### src/rtl/random_multi_if.sv
// Request/response bundle for the multi-channel random source.
// The master side (game logic) drives requests and seeding. The slave side
// (random_multi) returns per-channel values and status.
interface random_multi_if #(
  parameter int SIZE_BITS = 8,
  parameter int NUM_CH    = 4
);
  logic [NUM_CH-1:0]           rise;
  logic [NUM_CH-1:0]           mode;
  logic                        seed_load;
  logic [15:0]                 seed_val;
  logic [NUM_CH*SIZE_BITS-1:0] dout;
  logic [NUM_CH-1:0]           valid;
  logic [NUM_CH-1:0]           busy;
  logic [NUM_CH-1:0]           fallback;

  modport master (
    output rise, mode, seed_load, seed_val,
    input  dout, valid, busy, fallback
  );

  modport slave (
    input  rise, mode, seed_load, seed_val,
    output dout, valid, busy, fallback
  );
endinterface

### src/rtl/random_multi.sv
// Multi-channel random number source.
// Each channel serves one request at a time, in one of two modes:
// - counter-latch: returns the shared counter value.
// - LFSR: runs rejection sampling on a per-channel rotation of the shared
//   LFSR. If no candidate is accepted within MAX_TRIES, the channel falls
//   back to the counter value.
// Every output stays within [MIN_VAL, MAX_VAL].
module random_multi #(
  parameter int          SIZE_BITS = 8,
  parameter int          NUM_CH    = 4,
  parameter int          MIN_VAL   = 0,
  parameter int          MAX_VAL   = 255,
  parameter int          MAX_TRIES = 8,
  parameter logic [15:0] LFSR_SEED = 16'hACE1
) (
  input  logic           clk,
  input  logic           reset,
  random_multi_if.slave  bus
);

  localparam int                   TRY_W     = $clog2(MAX_TRIES) + 1;
  localparam logic [SIZE_BITS-1:0] MIN_V     = SIZE_BITS'(MIN_VAL);
  localparam logic [SIZE_BITS-1:0] MAX_V     = SIZE_BITS'(MAX_VAL);
  localparam logic [SIZE_BITS-1:0] RANGE     = SIZE_BITS'(MAX_VAL - MIN_VAL);
  localparam logic [SIZE_BITS-1:0] MID_V     = SIZE_BITS'((MIN_VAL + MAX_VAL) / 2);
  localparam logic [TRY_W-1:0]     LAST_TRY  = TRY_W'(MAX_TRIES - 1);
  localparam logic [15:0]          SEED_INIT = (LFSR_SEED == 16'h0000) ? 16'h0001 : LFSR_SEED;

  typedef enum logic {IDLE, SEARCH} state_t;

  // Fibonacci step for x^16+x^14+x^13+x^11+1, shifting left with feedback into bit 0
  function automatic logic [15:0] lfsr_next(input logic [15:0] s);
    return {s[14:0], s[15] ^ s[13] ^ s[12] ^ s[10]};
  endfunction

  // Channel candidate: low SIZE_BITS bits of the LFSR rotated left by 3*ch
  function automatic logic [SIZE_BITS-1:0] cand_of(input logic [15:0] s, input int ch);
    int          sh;
    logic [15:0] rot;
    sh  = (3 * ch) % 16;
    rot = (s << sh) | (s >> ((16 - sh) % 16));
    return SIZE_BITS'(rot);
  endfunction

  logic [SIZE_BITS-1:0] counter;
  logic [15:0]          lfsr;
  logic [NUM_CH-1:0]    rise_d;
  logic [NUM_CH-1:0]    req;
  logic [SIZE_BITS-1:0] cand   [NUM_CH];
  state_t               state  [NUM_CH];
  logic [TRY_W-1:0]     tries  [NUM_CH];
  logic [SIZE_BITS-1:0] dout_r [NUM_CH];
  logic [NUM_CH-1:0]    valid_r;
  logic [NUM_CH-1:0]    busy_r;
  logic [NUM_CH-1:0]    fb_r;

  assign req = bus.rise & ~rise_d;

  for (genvar g = 0; g < NUM_CH; g++) begin : g_ch
    assign cand[g]                               = cand_of(lfsr, g);
    assign bus.dout[g*SIZE_BITS +: SIZE_BITS]    = dout_r[g];
  end

  assign bus.valid    = valid_r;
  assign bus.busy     = busy_r;
  assign bus.fallback = fb_r;

  // Shared wrap-around counter, shared LFSR (with seed load) and request edge history
  always_ff @(posedge clk or posedge reset) begin
    if (reset) begin
      counter <= MIN_V;
      lfsr    <= SEED_INIT;
      rise_d  <= '0;
    end else begin
      counter <= (counter >= MAX_V) ? MIN_V : counter + SIZE_BITS'(1);
      if (bus.seed_load)
        lfsr <= (bus.seed_val == 16'h0000) ? 16'h0001 : bus.seed_val;
      else
        lfsr <= lfsr_next(lfsr);
      rise_d  <= bus.rise;
    end
  end

  // Independent per-channel request FSMs; edges seen while searching are dropped
  always_ff @(posedge clk or posedge reset) begin
    if (reset) begin
      for (int i = 0; i < NUM_CH; i++) begin
        state[i]  <= IDLE;
        tries[i]  <= '0;
        dout_r[i] <= MID_V;
      end
      valid_r <= '0;
      busy_r  <= '0;
      fb_r    <= '0;
    end else begin
      valid_r <= '0;
      for (int i = 0; i < NUM_CH; i++) begin
        case (state[i])
          IDLE: begin
            if (req[i]) begin
              if (bus.mode[i]) begin
                state[i]  <= SEARCH;
                busy_r[i] <= 1'b1;
                tries[i]  <= '0;
              end else begin
                dout_r[i]  <= counter;
                valid_r[i] <= 1'b1;
                fb_r[i]    <= 1'b0;
              end
            end
          end
          SEARCH: begin
            if (cand[i] <= RANGE) begin
              dout_r[i]  <= MIN_V + cand[i];
              valid_r[i] <= 1'b1;
              fb_r[i]    <= 1'b0;
              busy_r[i]  <= 1'b0;
              state[i]   <= IDLE;
            end else if (tries[i] == LAST_TRY) begin
              dout_r[i]  <= counter;
              valid_r[i] <= 1'b1;
              fb_r[i]    <= 1'b1;
              busy_r[i]  <= 1'b0;
              state[i]   <= IDLE;
            end else begin
              tries[i] <= tries[i] + TRY_W'(1);
            end
          end
          default: state[i] <= IDLE;
        endcase
      end
    end
  end

endmodule

### src/flat_wrapper.sv
// flat-port wrapper written by rule: the top's interface ports become plain ports
module random_multi_flat 
#(
  parameter int          SIZE_BITS = 8,
  parameter int          NUM_CH    = 4,
  parameter int          MIN_VAL   = 0,
  parameter int          MAX_VAL   = 255,
  parameter int          MAX_TRIES = 8,
  parameter logic [15:0] LFSR_SEED = 16'hACE1
)
  (clk, reset, bus_rise, bus_mode, bus_seed_load, bus_seed_val, bus_dout, bus_valid, bus_busy, bus_fallback);
  random_multi_if #(.SIZE_BITS(SIZE_BITS), .NUM_CH(NUM_CH)) bus_i ();
  input  logic clk;
  input  logic reset;
  input wire logic [$bits(bus_i.rise)-1:0] bus_rise;
  input wire logic [$bits(bus_i.mode)-1:0] bus_mode;
  input wire logic [$bits(bus_i.seed_load)-1:0] bus_seed_load;
  input wire logic [$bits(bus_i.seed_val)-1:0] bus_seed_val;
  output wire logic [$bits(bus_i.dout)-1:0] bus_dout;
  output wire logic [$bits(bus_i.valid)-1:0] bus_valid;
  output wire logic [$bits(bus_i.busy)-1:0] bus_busy;
  output wire logic [$bits(bus_i.fallback)-1:0] bus_fallback;
  assign bus_i.rise = bus_rise;
  assign bus_i.mode = bus_mode;
  assign bus_i.seed_load = bus_seed_load;
  assign bus_i.seed_val = bus_seed_val;
  assign bus_dout = bus_i.dout;
  assign bus_valid = bus_i.valid;
  assign bus_busy = bus_i.busy;
  assign bus_fallback = bus_i.fallback;
  random_multi #(.SIZE_BITS(SIZE_BITS), .NUM_CH(NUM_CH), .MIN_VAL(MIN_VAL), .MAX_VAL(MAX_VAL), .MAX_TRIES(MAX_TRIES), .LFSR_SEED(LFSR_SEED)) u_core (.clk(clk), .reset(reset), .bus(bus_i));
endmodule
### config.mk
export PLATFORM = sky130hd
export DESIGN_NAME = random_multi_flat
export DESIGN_NICKNAME = d
export VERILOG_FILES = /design/src/rtl/random_multi_if.sv /design/src/rtl/random_multi.sv /design/src/flat_wrapper.sv
export SDC_FILE = /design/constraint.sdc
export NUM_CORES = 1
export LEC_CHECK = 0
export ABC_AREA = 1
export BUFFER_PORTS_ARGS = -buffer_cell sky130_fd_sc_hd__buf_4
export CORE_MARGIN = 1.5
export CORE_UTILIZATION = 54
export DETAILED_ROUTE_END_ITERATION = 10
export MAX_ROUTING_LAYER = met4
export PLACE_DENSITY = 0.79
export SETUP_SLACK_MARGIN = 0.5
export SYNTH_ARGS = -nofsm -noshare
export SYNTH_HDL_FRONTEND = slang
export SYNTH_SLANG_ARGS = --single-unit
### constraint.sdc
create_clock -name clk -period 3.2 [get_ports clk]
set_input_delay 0.64 -clock clk [delete_from_list [all_inputs] [get_ports clk]]
set_output_delay 0.64 -clock clk [all_outputs]
set_load 0.02 [all_outputs]
Word-level counts from Yosys, hierarchy flattened
Cells that the tools add are included.
{ "op_classes": {"add_sub_neg": 5, "mul": 0, "div": 0, "magnitude_cmp": 5, "n_eq_ne": 28, "shifts": 0, "mux": 123, "n_bitwise": 13, "n_reduce_logical": 13} }
{ "op_table": {"columns": ["op", "n"], "rows": [
  ["$mux 8", 17],
  ["$mux 1", 64],
  ["$mux 4", 16],
  ["$pmux 8 s2", 4],
  ["$le 8x8->1 const B", 4],
  ["$mux 16", 2],
  ["$ne 2x2->1 const B", 16],
  ["$pmux 1 s2", 16],
  ["$pmux 4 s2", 4],
  ["$reduce_and 3->1", 8],
  ["$add 4x1->4 const B", 4],
  ["$eq 4x3->1 const B", 4],
  ["$logic_not 16->1", 1],
  ["$reduce_and 4->1", 4],
  ["$ne 3x3->1 const B", 4],
  ["$add 8x1->8 const B", 1],
  ["$ge 8x8->1 const B", 1],
  ["$ne 2x1->1 const B", 4],
  ["$or 1x8->8 const A", 1],
  ["$or 8x3->8", 1],
  ["$or 8x6->8", 1],
  ["$or 8x8->8", 1],
  ["$and 4x4->4", 1],
  ["$not 1->1", 4],
  ["other kinds (2)", 4]
]} }
{ "word_totals": {"reg_bits": 92, "latch_bits": 0, "ram_bits": 0, "romBits": 0, "input_bits": 27, "out_inout_bits": 44, "word_cells": 211, "memories": 0} }

Longest topological paths before layout
Gate-level depths: netlist of the first run.
{ "depth": {"depth_word": 4, "depth_mapped": 7, "mapped_depth_nobuf": 7} }

Worst setup path before layout of the first run
No wires, ideal clock.
{ "synth_path": {"path_type": "input to register", "start": "input port bus_rise[2]", "end": "register u_core.dout_r (netlist bit u_core.bus.dout[23])", "setup_time_ns": 0.121, "arrival_time_ns": 1.197, "t_required_ns": 3.079, "slack_ns": 1.883, "stages": 6, "path_buffers": 1, "cell_sequence": "inv_1 > nor2_4 > inv_2 > o21ai_4 > buf_6 > o21ai_1"} }
{ "synth_via": {"elab_chain_len": 3} }
{ "synth_rtl": {"columns": ["item", "line_no", "rtl"], "rows": [
  ["start: declaration", "flat_wrapper.sv:15", "input wire logic [$bits(bus_i.rise)-1:0] bus_rise;"],
  ["$and 4x4->4", "random_multi.sv:57", "assign req = bus.rise & ~rise_d;"],
  ["$ne 2x1->1 (no source line)", null, null],
  ["$reduce_and 3->1 (no source line)", null, null],
  ["end signal: indexed assignment", "random_multi.sv:106", "dout_r[i] <= counter;"],
  ["end signal: indexed assignment", "random_multi.sv:114", "dout_r[i] <= MIN_V + cand[i];"],
  ["end signal: indexed assignment", "random_multi.sv:120", "dout_r[i] <= counter;"],
  ["end: declaration", "random_multi.sv:52", "logic [SIZE_BITS-1:0] dout_r [NUM_CH];"]
]} }
Every way passes these cells.
A chain may end at the register's enable or synchronous reset.

Worst setup path after layout of the first run
{ "layout_path": {"start": "register u_core.dout_r (netlist bit u_core.bus.dout[29])", "end": "output port bus_dout[29]"} }
{ "layout_lines": {"columns": ["item", "line_no", "rtl"], "rows": [
  ["end: declaration", "flat_wrapper.sv:19", "output wire logic [$bits(bus_i.dout)-1:0] bus_dout;"]
]} }
No word-level cell between the ends.

==> results of run 1 <==
-- state kept, by name (all words and copies together), names as in the netlist --
register / cells
u_core.counter: 8
u_core.lfsr: 16
u_core.bus.busy: 4
u_core.state: 4
u_core.bus.dout: 32
u_core.bus.valid: 4
u_core.rise_d: 4
-- final cells by class --
| type | instances | share of cell area [%] |
|---|---|---|
| well taps | 75 | 2.273 |
| inverters | 66 | 6.002 |
| multi-input cells | 253 | 28.34 |
| clock buffers | 11 | 3.668 |
| clock inverters | 5 | 2.486 |
| flip-flops and latches | 72 | 44.74 |
| repair buffers | 67 | 12.49 |
-- worst max path at each step --
stage / depth (start not counted) / to / slack [ps] / start
3_5_place_dp: 7 / u_core.bus.dout[8] / 1630 / bus_rise[1]
4_1_cts: 1 / bus_dout[29] / 1520 / u_core.bus.dout[29]
3_3_place_gp: 7 / u_core.bus.dout[18] / 1680 / bus_rise[2]
6_report: 1 / bus_dout[29] / 1530 / u_core.bus.dout[29]
5_1_grt: 1 / bus_dout[29] / 1500 / u_core.bus.dout[29]
2_1_floorplan: 1 / u_core.bus.busy[0] / 790 / reset
-- kinds of logic after synthesis --
group / count (synthesis)
flip-flops: 72
XOR/XNOR: 1
other: 1
buffers and inverters: 85
AND/OR/NAND/NOR: 171
AO/OA/AOI/OAI: 76
adder cells (fa/ha/maj): 1
-- cell usage in the layout (no fill, tap or decap) --
cell / count
o21ai_4: 4
nand4_1: 1
dfrtp_1: 36
nand2_2: 3
clkinv_2: 1
buf_4: 66
nor2_1: 20
nor2_4: 4
inv_2: 7
ha_1: 1
o21ai_1: 7
conb_1: 4
clkbuf_8: 11
nand2_1: 134
nor3_1: 2
clkinvlp_4: 1
dfstp_2: 36
xor2_1: 1
a21oi_1: 1
o21ai_0: 60
nand3_1: 7
inv_1: 59
o21ai_2: 4
bufinv_16: 3
buf_12: 1
-- metrics by stage --
stage / hold slack, ps / area [um2]
6_report: 357.7 / 4128
5_1_grt: 386.5 / 4128
4_1_cts: 368.6 / 4128
3_5_place_dp: 460.9 / 3874
3_3_place_gp: 462.0 / 3874
2_1_floorplan: 441.7 / 3407
-- power by group --
part	total [W]	switching, W	internal (W)	leakage (nW)
sequential	0.00112	0.0000721	0.00105	0.825
clock	0.000902	0.000342	0.000559	0.126
combinational	0.000395	0.000233	0.000162	1.05
-- layer usage --
metal,GRT usage (%),share of wire (%),wire length (um)
met2,38.37,47,3409
met5,-,0,0
met1,32.28,46,3306
met4,10.68,2.3,167
met3,4.505,4.9,353
==> run_results.csv, run 1 <==
group,metric,value,unit
status,status,"finished, final reports clean",
synthesis,seq_area_frac_synth,54.38,%
critical_path,r2r_cells,6,
place,place_congestion,0.8211,
critical_path,critPathLaunchType,"flip-flop",
critical_path,crit_arrival,1030,ps
critical_path,critical_path.top_delay_family,"flip-flops",
drt,vias,2703,
synthesis,synth-adder-area-share,0.3685,%
critical_path,cp.required,2560,ps
clock_tree,clock_sink_count,72,
final_layout,fin_cells,549,
critical_path,cp_max_fo,2,
drt,drt-initial-drc-count,291,
synthesis,yosys.area.top_type,"dfstp_2",
final_layout,nNetsFinal,497,
pwr,p_total,0.002416,W
drt,ant_nets,0,
final_layout,antenna_cells,0,
final_layout,synthToLayoutAreaGrowth,21.55,%
floorplan,die_area,6773,um2
pwr,vdd_ir_drop_max,0.4121,mV
critical_path,cp_slowest_cell,"dfstp_2",
grt,grt_antenna_before_repair,0,
synthesis,ys.flop_type,"dfstp_2",
sta,setup_viol,0,
synthesis,synth.mux.area_fraction,0,%
place,dpl.hpwl,5131,um
synthesis,yosysTopAreaCellShare,27.86,%
final_layout,layout.area.seq,1847,um2
synthesis,ys_types,22,
grt,grt_start_max_net_pins,73,
place,place_ws,1630,ps
floorplan,start_util,56.68,%
clock_tree,postCtsHoldBufs,0,
drt,routed_wl,7237,um
critical_path,path_cells,"buf_4",
final_layout,fillCellCount,484,
place,io_buffers,66,
synthesis,synth_seq_cells,72,
floorplan,io_pins,71,
grt,first_global_vias,2642,
drt,viasPerCell,4.923,
synthesis,synth_xor_xnor_area_share,0.2579,%
floorplan,die_h,82.30,um
job,max_cap_viol_count,0,
pwr,p_per_area,585.2,nW/um2
final_layout,multi_input_area,1170,um2
critical_path,rr_startpoint,"u_core.counter[0]",
sta,period_minus_slack,1674,ps
final_layout,drive_gt1_share,29.75,%
critical_path,cp_num_buf_inv,1,
synthesis,synth_area,3396,um2
clock_tree,cts_tree,"built",
synthesis,synthTopCellsByCount,"nand2_1 (134), inv_1 (60), o21ai_0 (60), dfrtp_1 (36), dfstp_2 (36)",
critical_path,rr_endpoint,"u_core.counter[5]",
synthesis,synth.area.top_cells,"dfstp_2 (28%), dfrtp_1 (27%), nand2_1 (15%)",
sta,hold_viol,0,
clock_tree,cts_resized,0,
clock_tree,clock-root-buffer,"clkbuf_8",
clock_tree,htreeDepth,3,
synthesis,synth_warnings,0,
synthesis,synth_top_family_by_area,"simple AND/OR/NAND/NOR gates",
floorplan,coreArea,5991,um2
clock_tree,worst_skew_pair.late_latency,350,ps
floorplan,num_rows,28,
pwr,p_leak,2.003,nW
critical_path,slowest_delay,550,ps
sta,slew_viol_final,0,
sta,finalSetupTns,0,ps
drt,dr.pass1.iters,4,
floorplan,die_w,82.30,um
sta,layout_worst_path_cycle_share,52.32,%
drt,wire_per_inst,13.18,um
clock_tree,clkTransAtPathRegs,80,ps
sta,fmax,0.5972,GHz
critical_path,r2r_slack,1920,ps
clock_tree,cts_setup_buffers,0,
synthesis,ys_async_sr_fraction,100.0,%
synthesis,yosys.cell_count.top_type,"nand2_1",
grt,track_usage,24.87,%
critical_path,timing.critical_path.to_type,"primary output",
synthesis,syn_area_per_cell,8.343,um2
clock_tree,numCtsBuffers,9,
drt,drc,0,
place,dp_cells,533,
synthesis,netlist_instances,407,
critical_path,crit_type,"reg2out",
sta,clock_skew,8.663,ps
synthesis,synth-simple-area-share,20.41,%
clock_tree,clk_path_buf_depth,2,
sta,fin_ws,1526,ps
synthesis,synth-compound-area-share,12.97,%
worst_hold_path,hp-class,"in2async",
final_layout,post-route-util,68.90,%
sta,rsz0062_at_grt,"false",
grt,gr-total-overflow,0,
synthesis,synth_edf_count,0,
grt,grt_pass1_wl,12020,um
No activity file was read; power rests on OpenSTA's default activity.
==> run 2: changes to the inputs <==
CORE_UTILIZATION = 49   (was 54)
PLACE_DENSITY = 0.76   (was 0.79)
clock period = 1.35 ns   (was 3.2 ns; I/O delays follow)
==> run 2 against run 1 <==
Net effect: clock skew is 0.78 ps higher; die area is 9.8% higher; first-iteration DRC count is 19% lower; sequential power is 140% higher; register-to-register slack worse by 1800 ps; clock power is 120% higher; cell count is 8.0% higher; total power is 150% higher; sequential share of layout area is 6.9 points lower; combinational power grew to 3.4 times the previous value; routed wire length is 26% higher; cell area is 19% higher.
==> run_results.csv, run 2 (synthesis gave the netlist of run 1 again) <==
group,metric,value,unit
clock_tree,htreeDepth,3,
final_layout,multi_input_area,1366,um2
critical_path,cp_num_buf_inv,1,
final_layout,layout.area.seq,1849,um2
clock_tree,worst_skew_pair.late_latency,340,ps
drt,wire_per_inst,15.37,um
final_layout,fillCellCount,470,
grt,grt_pass1_wl,13450,um
critical_path,cp_slowest_cell,"dfstp_2",
final_layout,final_common_cell,"nand2_1",
floorplan,die_h,86.25,um
sta,layout_worst_path_cycle_share,95.38,%
floorplan,coreArea,6756,um2
floorplan,start_util,50.26,%
final_layout,nNetsFinal,536,
critical_path,slowest_delay,560,ps
critical_path,cp_num_cells,1,
critical_path,critical_path.top_delay_family,"flip-flops",
final_layout,largest_register_ffs,32,
clock_tree,clkTransAtPathRegs,80,ps
clock_tree,clock-root-buffer,"clkbuf_8",
critical_path,r2r_slack,140,ps
final_layout,post-route-util,72.41,%
drt,vias,3096,
critical_path,rr_endpoint,"u_core.bus.dout[20]",
drt,highest_layer,"met4",
clock_tree,postCtsHoldBufs,0,
sta,period_minus_slack,1288,ps
critical_path,cp.required,1080,ps
pwr,p_per_area,1219,nW/um2
clock_tree,numCtsBuffers,9,
pwr,vdd_ir_drop_max,0.7694,mV
sta,clock_skew,9.439,ps
drt,wl_met1,3571,um
drt,ant_nets,0,
job,max_cap_viol_count,0,
final_layout,synthToLayoutAreaGrowth,44.07,%
critical_path,crit_arrival,1020,ps
critical_path,critPathLaunchType,"flip-flop",
clock_tree,cts_tree,"built",
drt,route.met3.wl,716,um
grt,first_global_vias,2944,
sta,fmax,0.7767,GHz
sta,hold_viol,0,
floorplan,die_area,7438,um2
critical_path,rr_startpoint,"u_core.rise_d[2]",
critical_path,crit_type,"reg2out",
drt,dr_wl_met2,4487,um
drt,drc,0,
final_layout,final_cell_mix,"nand2_1 (119), inv_1 (54), buf_4 (49), buf_6 (49), dfstp_2 (36)",
final_layout,antenna_cells,0,
status,status,"finished, final reports clean",
grt,track_usage,24.31,%
drt,drt-initial-drc-count,236,
critical_path,r2r_cells,6,
sta,whs,32.62,ps
sta,rsz0062_at_grt,"true",
floorplan,num_rows,30,
worst_hold_path,hp-class,"in2async",
grt,gr-total-overflow,0,
floorplan,die_w,86.25,um
sta,setup_viol,0,
sta,finalSetupTns,0,ps
pwr,p_total,0.005964,W
critical_path,cp_max_fo,2,
sta,slew_viol_final,0,
pwr,p_leak,2.372,nW
place,place_congestion,0.8698,
drt,routed_wl,9113,um
drt,viasPerCell,5.221,
critical_path,timing.critical_path.to_type,"primary output",
place,dpl.hpwl,5060,um
clock_tree,clk_path_buf_depth,2,
critical_path,path_cells,"buf_6",
floorplan,io_pins,71,
final_layout,drive_gt1_share,44.44,%
grt,grt_start_max_net_pins,73,
clock_tree,clock_sink_count,72,
place,io_buffers,66,
drt,dr.pass1.iters,5,
grt,grt_antenna_before_repair,0,
-- run 2: power breakdown --
group | switching [W] | total, W | internal, W | leakage (nW)
Clock | 0.000813 | 0.00195 | 0.00114 | 0.119
Combinational | 0.000685 | 0.00134 | 0.000659 | 1.43
Sequential | 0.000184 | 0.00267 | 0.00248 | 0.822
-- run 2: cell type report --
class                           instances  share of cell area [%]
Clock buffer                           11                   3.095
Clock inverter                          5                   1.611
Inverter                               66                   5.192
Multi-Input combinational cell        253                   27.93
Sequential cell                        72                   37.80
Tap cell                               80                   2.046
Timing Repair Buffer                  106                   22.33
-- run 2: per-layer routing --
layer,up-vias,track usage (%)
li1,1431,-
met1,1472,30.26
met2,157,38.37
met3,36,5.619
met4,0,10.41
met5,-,-
-- run 2: how the worst max path moves through the flow --
| stage | startpoint | to |
|---|---|---|
| 6_report | u_core.bus.dout[28] | bus_dout[28] |
| 5_1_grt | u_core.bus.dout[21] | bus_dout[21] |
| 4_1_cts | u_core.bus.dout[24] | bus_dout[24] |
| 2_1_floorplan | reset | u_core.bus.busy[0] |
| 3_3_place_gp | bus_rise[1] | u_core.bus.dout[9] |
| 3_5_place_dp | bus_rise[1] | u_core.bus.dout[12] |
-- run 2: stage by stage --
stage	instances	worst slack, ps	instance area (um2)
6_report	593	62.44	4892
5_1_grt	593	33.66	4892
4_1_cts	583	54.07	4623
3_5_place_dp	542	111.5	3954
3_3_place_gp	542	183.5	3954
2_1_floorplan	410	311.4	3428
-- run 2: what timing repair did --
| item | CTS | global route |
|---|---|---|
| setup endpoints to repair | 89 | 89 |
| buffers inserted | 24 | 9 |
| gates cloned | 1 | 1 |
| pin swaps | 4 | 16 |
| resized for setup | 60 | 53 |
==> run 3: changes to the inputs <==
CORE_UTILIZATION = 55   (was 49)
PLACE_DENSITY = 0.8   (was 0.76)
clock period = 1.5 ns   (was 1.35 ns; I/O delays follow)
==> run 3 against run 2 <==
Net effect: the run now ends with hold timing left; die area decreased by 11%; sequential share of layout area decreased by 0.76 points; non-clock buffer count increased by 15; routed wire length increased by 16%; total power decreased by 7.7%; critical path depth unchanged; critical endpoint is now bus_dout[17]; highest routed layer unchanged.
==> run_results.csv, run 3 (synthesis gave the netlist of run 1 again) <==
group,metric,value,unit
critical_path,slowest_delay,570,ps
sta,slew_viol_final,0,
sta,fmax,0.7495,GHz
clock_tree,worst_skew_pair.late_latency,350,ps
status,status,"finished with violations",
critical_path,crit_arrival,1030,ps
critical_path,timing.critical_path.to_type,"primary output",
place,place_congestion,0.8793,
status,failed_checks,"hold timing",
final_layout,layout.area.seq,1853,um2
grt,gr-total-overflow,0,
grt,grt_pass1_wl,14460,um
clock_tree,clock-root-buffer,"clkbuf_8",
floorplan,num_rows,28,
drt,ant_nets,0,
critical_path,critPathLaunchType,"flip-flop",
sta,tightest_slew,518.1,ps
pwr,swShare,28.27,%
clock_tree,postCtsHoldBufs,0,
clock_tree,clkTransAtPathRegs,80,ps
sta,setup_viol,0,
drt,vias,3347,
drt,drc,0,
critical_path,critical_path.top_delay_family,"flip-flops",
critical_path,cp.required,1200,ps
pwr,power_frac_clock,32.8,%
pwr,switching_power,0.001556,W
pwr,p_per_area,1100,nW/um2
floorplan,start_util,57.02,%
sta,clock_skew,11.02,ps
grt,grt_start_max_net_pins,28,
final_layout,antenna_cells,0,
place,placed_area,3935,um2
final_layout,final_cell_mix,"nand2_1 (116), buf_4 (65), inv_1 (54)",
job,max_cap_viol_count,0,
final_layout,largest_register_ffs,32,
drt,drt-initial-drc-count,242,
clock_tree,clk_path_buf_depth,2,
critical_path,crit_type,"reg2out",
sta,hold_viol,3,
drt,viasPerCell,5.551,
grt,first_global_vias,3042,
clock_tree,numCtsBuffers,9,
floorplan,die_h,81.58,um
final_layout,synthToLayoutAreaGrowth,47.31,%
critical_path,r2r_cells,6,
drt,dr.pass1.iters,5,
floorplan,die_area,6654,um2
critical_path,cp_num_buf_inv,1,
critical_path,cp_slowest_cell,"dfstp_2",
pwr,vdd_ir_drop_max,0.7425,mV
pwr,combPwrFrac,23.3,%
place,dpl.hpwl,5352,um
final_layout,nNetsFinal,551,
final_layout,multi_input_area,1371,um2
grt,track_usage,30.21,%
floorplan,die_w,81.58,um
final_layout,drive_gt1_share,47.35,%
drt,wire_per_inst,17.50,um
critical_path,cp_max_fo,2,
sta,rsz0062_at_grt,"true",
clock_tree,cts_tree,"built",
sta,period_minus_slack,1334,ps
clock_tree,htreeDepth,3,
pwr,p_seq_share,43.9,%
final_layout,final_common_cell,"nand2_1",
sta,max_slew_margin,65.38,%
critical_path,cp_num_cells,1,
final_layout,design_area,5002,um2
final_layout,fillCellCount,316,
worst_hold_path,hp-class,"in2async",
pwr,internal-power,0.003947,W
sta,layout_worst_path_cycle_share,88.95,%
pwr,p_leak,2.450,nW
sta,whs,-4.074,ps
floorplan,coreArea,5956,um2
clock_tree,clock_sink_count,72,
drt,routed_wl,10550,um
floorplan,io_pins,71,
sta,finalSetupTns,0,ps
place,io_buffers,66,
critical_path,path_cells,"buf_6",
grt,grt_antenna_before_repair,0,
[run 3: timing repair]
| item | 4_1_cts | 5_1_grt |
|---|---|---|
| setup endpoints to repair | 86 | 83 |
| cloned | 3 | 0 |
| gates resized for setup | 70 | 59 |
| pin swaps | 6 | 8 |
| buffers inserted | 35 | 12 |
[run 3: power groups by stage]
stage          Sequential, W  Clock (W)  Combinational (W)
5_1_grt              0.00243    0.00188            0.00138
3_5_place_dp         0.00241          0           0.000886
4_1_cts              0.00240    0.00179            0.00113
6_report             0.00241    0.00180            0.00128
3_3_place_gp         0.00240          0           0.000861
2_1_floorplan        0.00256          0           0.000363
[run 3: per-layer routing]
layer  vias to the layer above  routed length (um)  track usage (%)
met5                         -                   0                -
met4                         0                 618            16.44
met3                        65                 994            7.222
met2                       234                5029            47.27
met1                      1580                3911            36.15
li1                       1468                   -                -
[run 3: layout make-up]
class / instances / share of cell area, %
clock buffer: 14 / 3.452
clock inverter: 2 / 1.201
inverter: 66 / 5.078
multi-input combinational: 253 / 27.41
sequential: 72 / 37.04
tap: 75 / 1.876
timing repair buffer: 121 / 23.94
[run 3: path summary, 6_finish.rpt]
check | slack, ps | start | end
setup reg to reg | 270 | u_core.counter[0] | u_core.counter[7]
max in group asynchronous | 930 | reset | u_core.bus.dout[26]
min in group clk | 60 | bus_rise[2] | u_core.rise_d[2]
hold / removal | -4 | reset | u_core.rise_d[0]
hold reg to reg | 480 | u_core.lfsr[5] | u_core.lfsr[6]
setup / recovery | 170 | u_core.bus.dout[17] | bus_dout[17]
[run 3: stage by stage]
| stage | hold slack [ps] | worst slack (ps) | utilization, % | instances | power (W) |
|---|---|---|---|---|---|
| final | -4.074 | 165.7 | 83.99 | 603 | 0.005503 |
| after global routing | 29.30 | 153.6 | 83.99 | 603 | 0.005694 |
| after CTS | 5.826 | 181.5 | 79.94 | 591 | 0.005318 |
| after detailed placement | 368.6 | 230.8 | 66.07 | 537 | 0.003296 |
| after global placement | 359.9 | 266.2 | 66.07 | 537 | 0.003262 |
| after floorplan | 331.4 | 431.4 | - | 410 | 0.002921 |
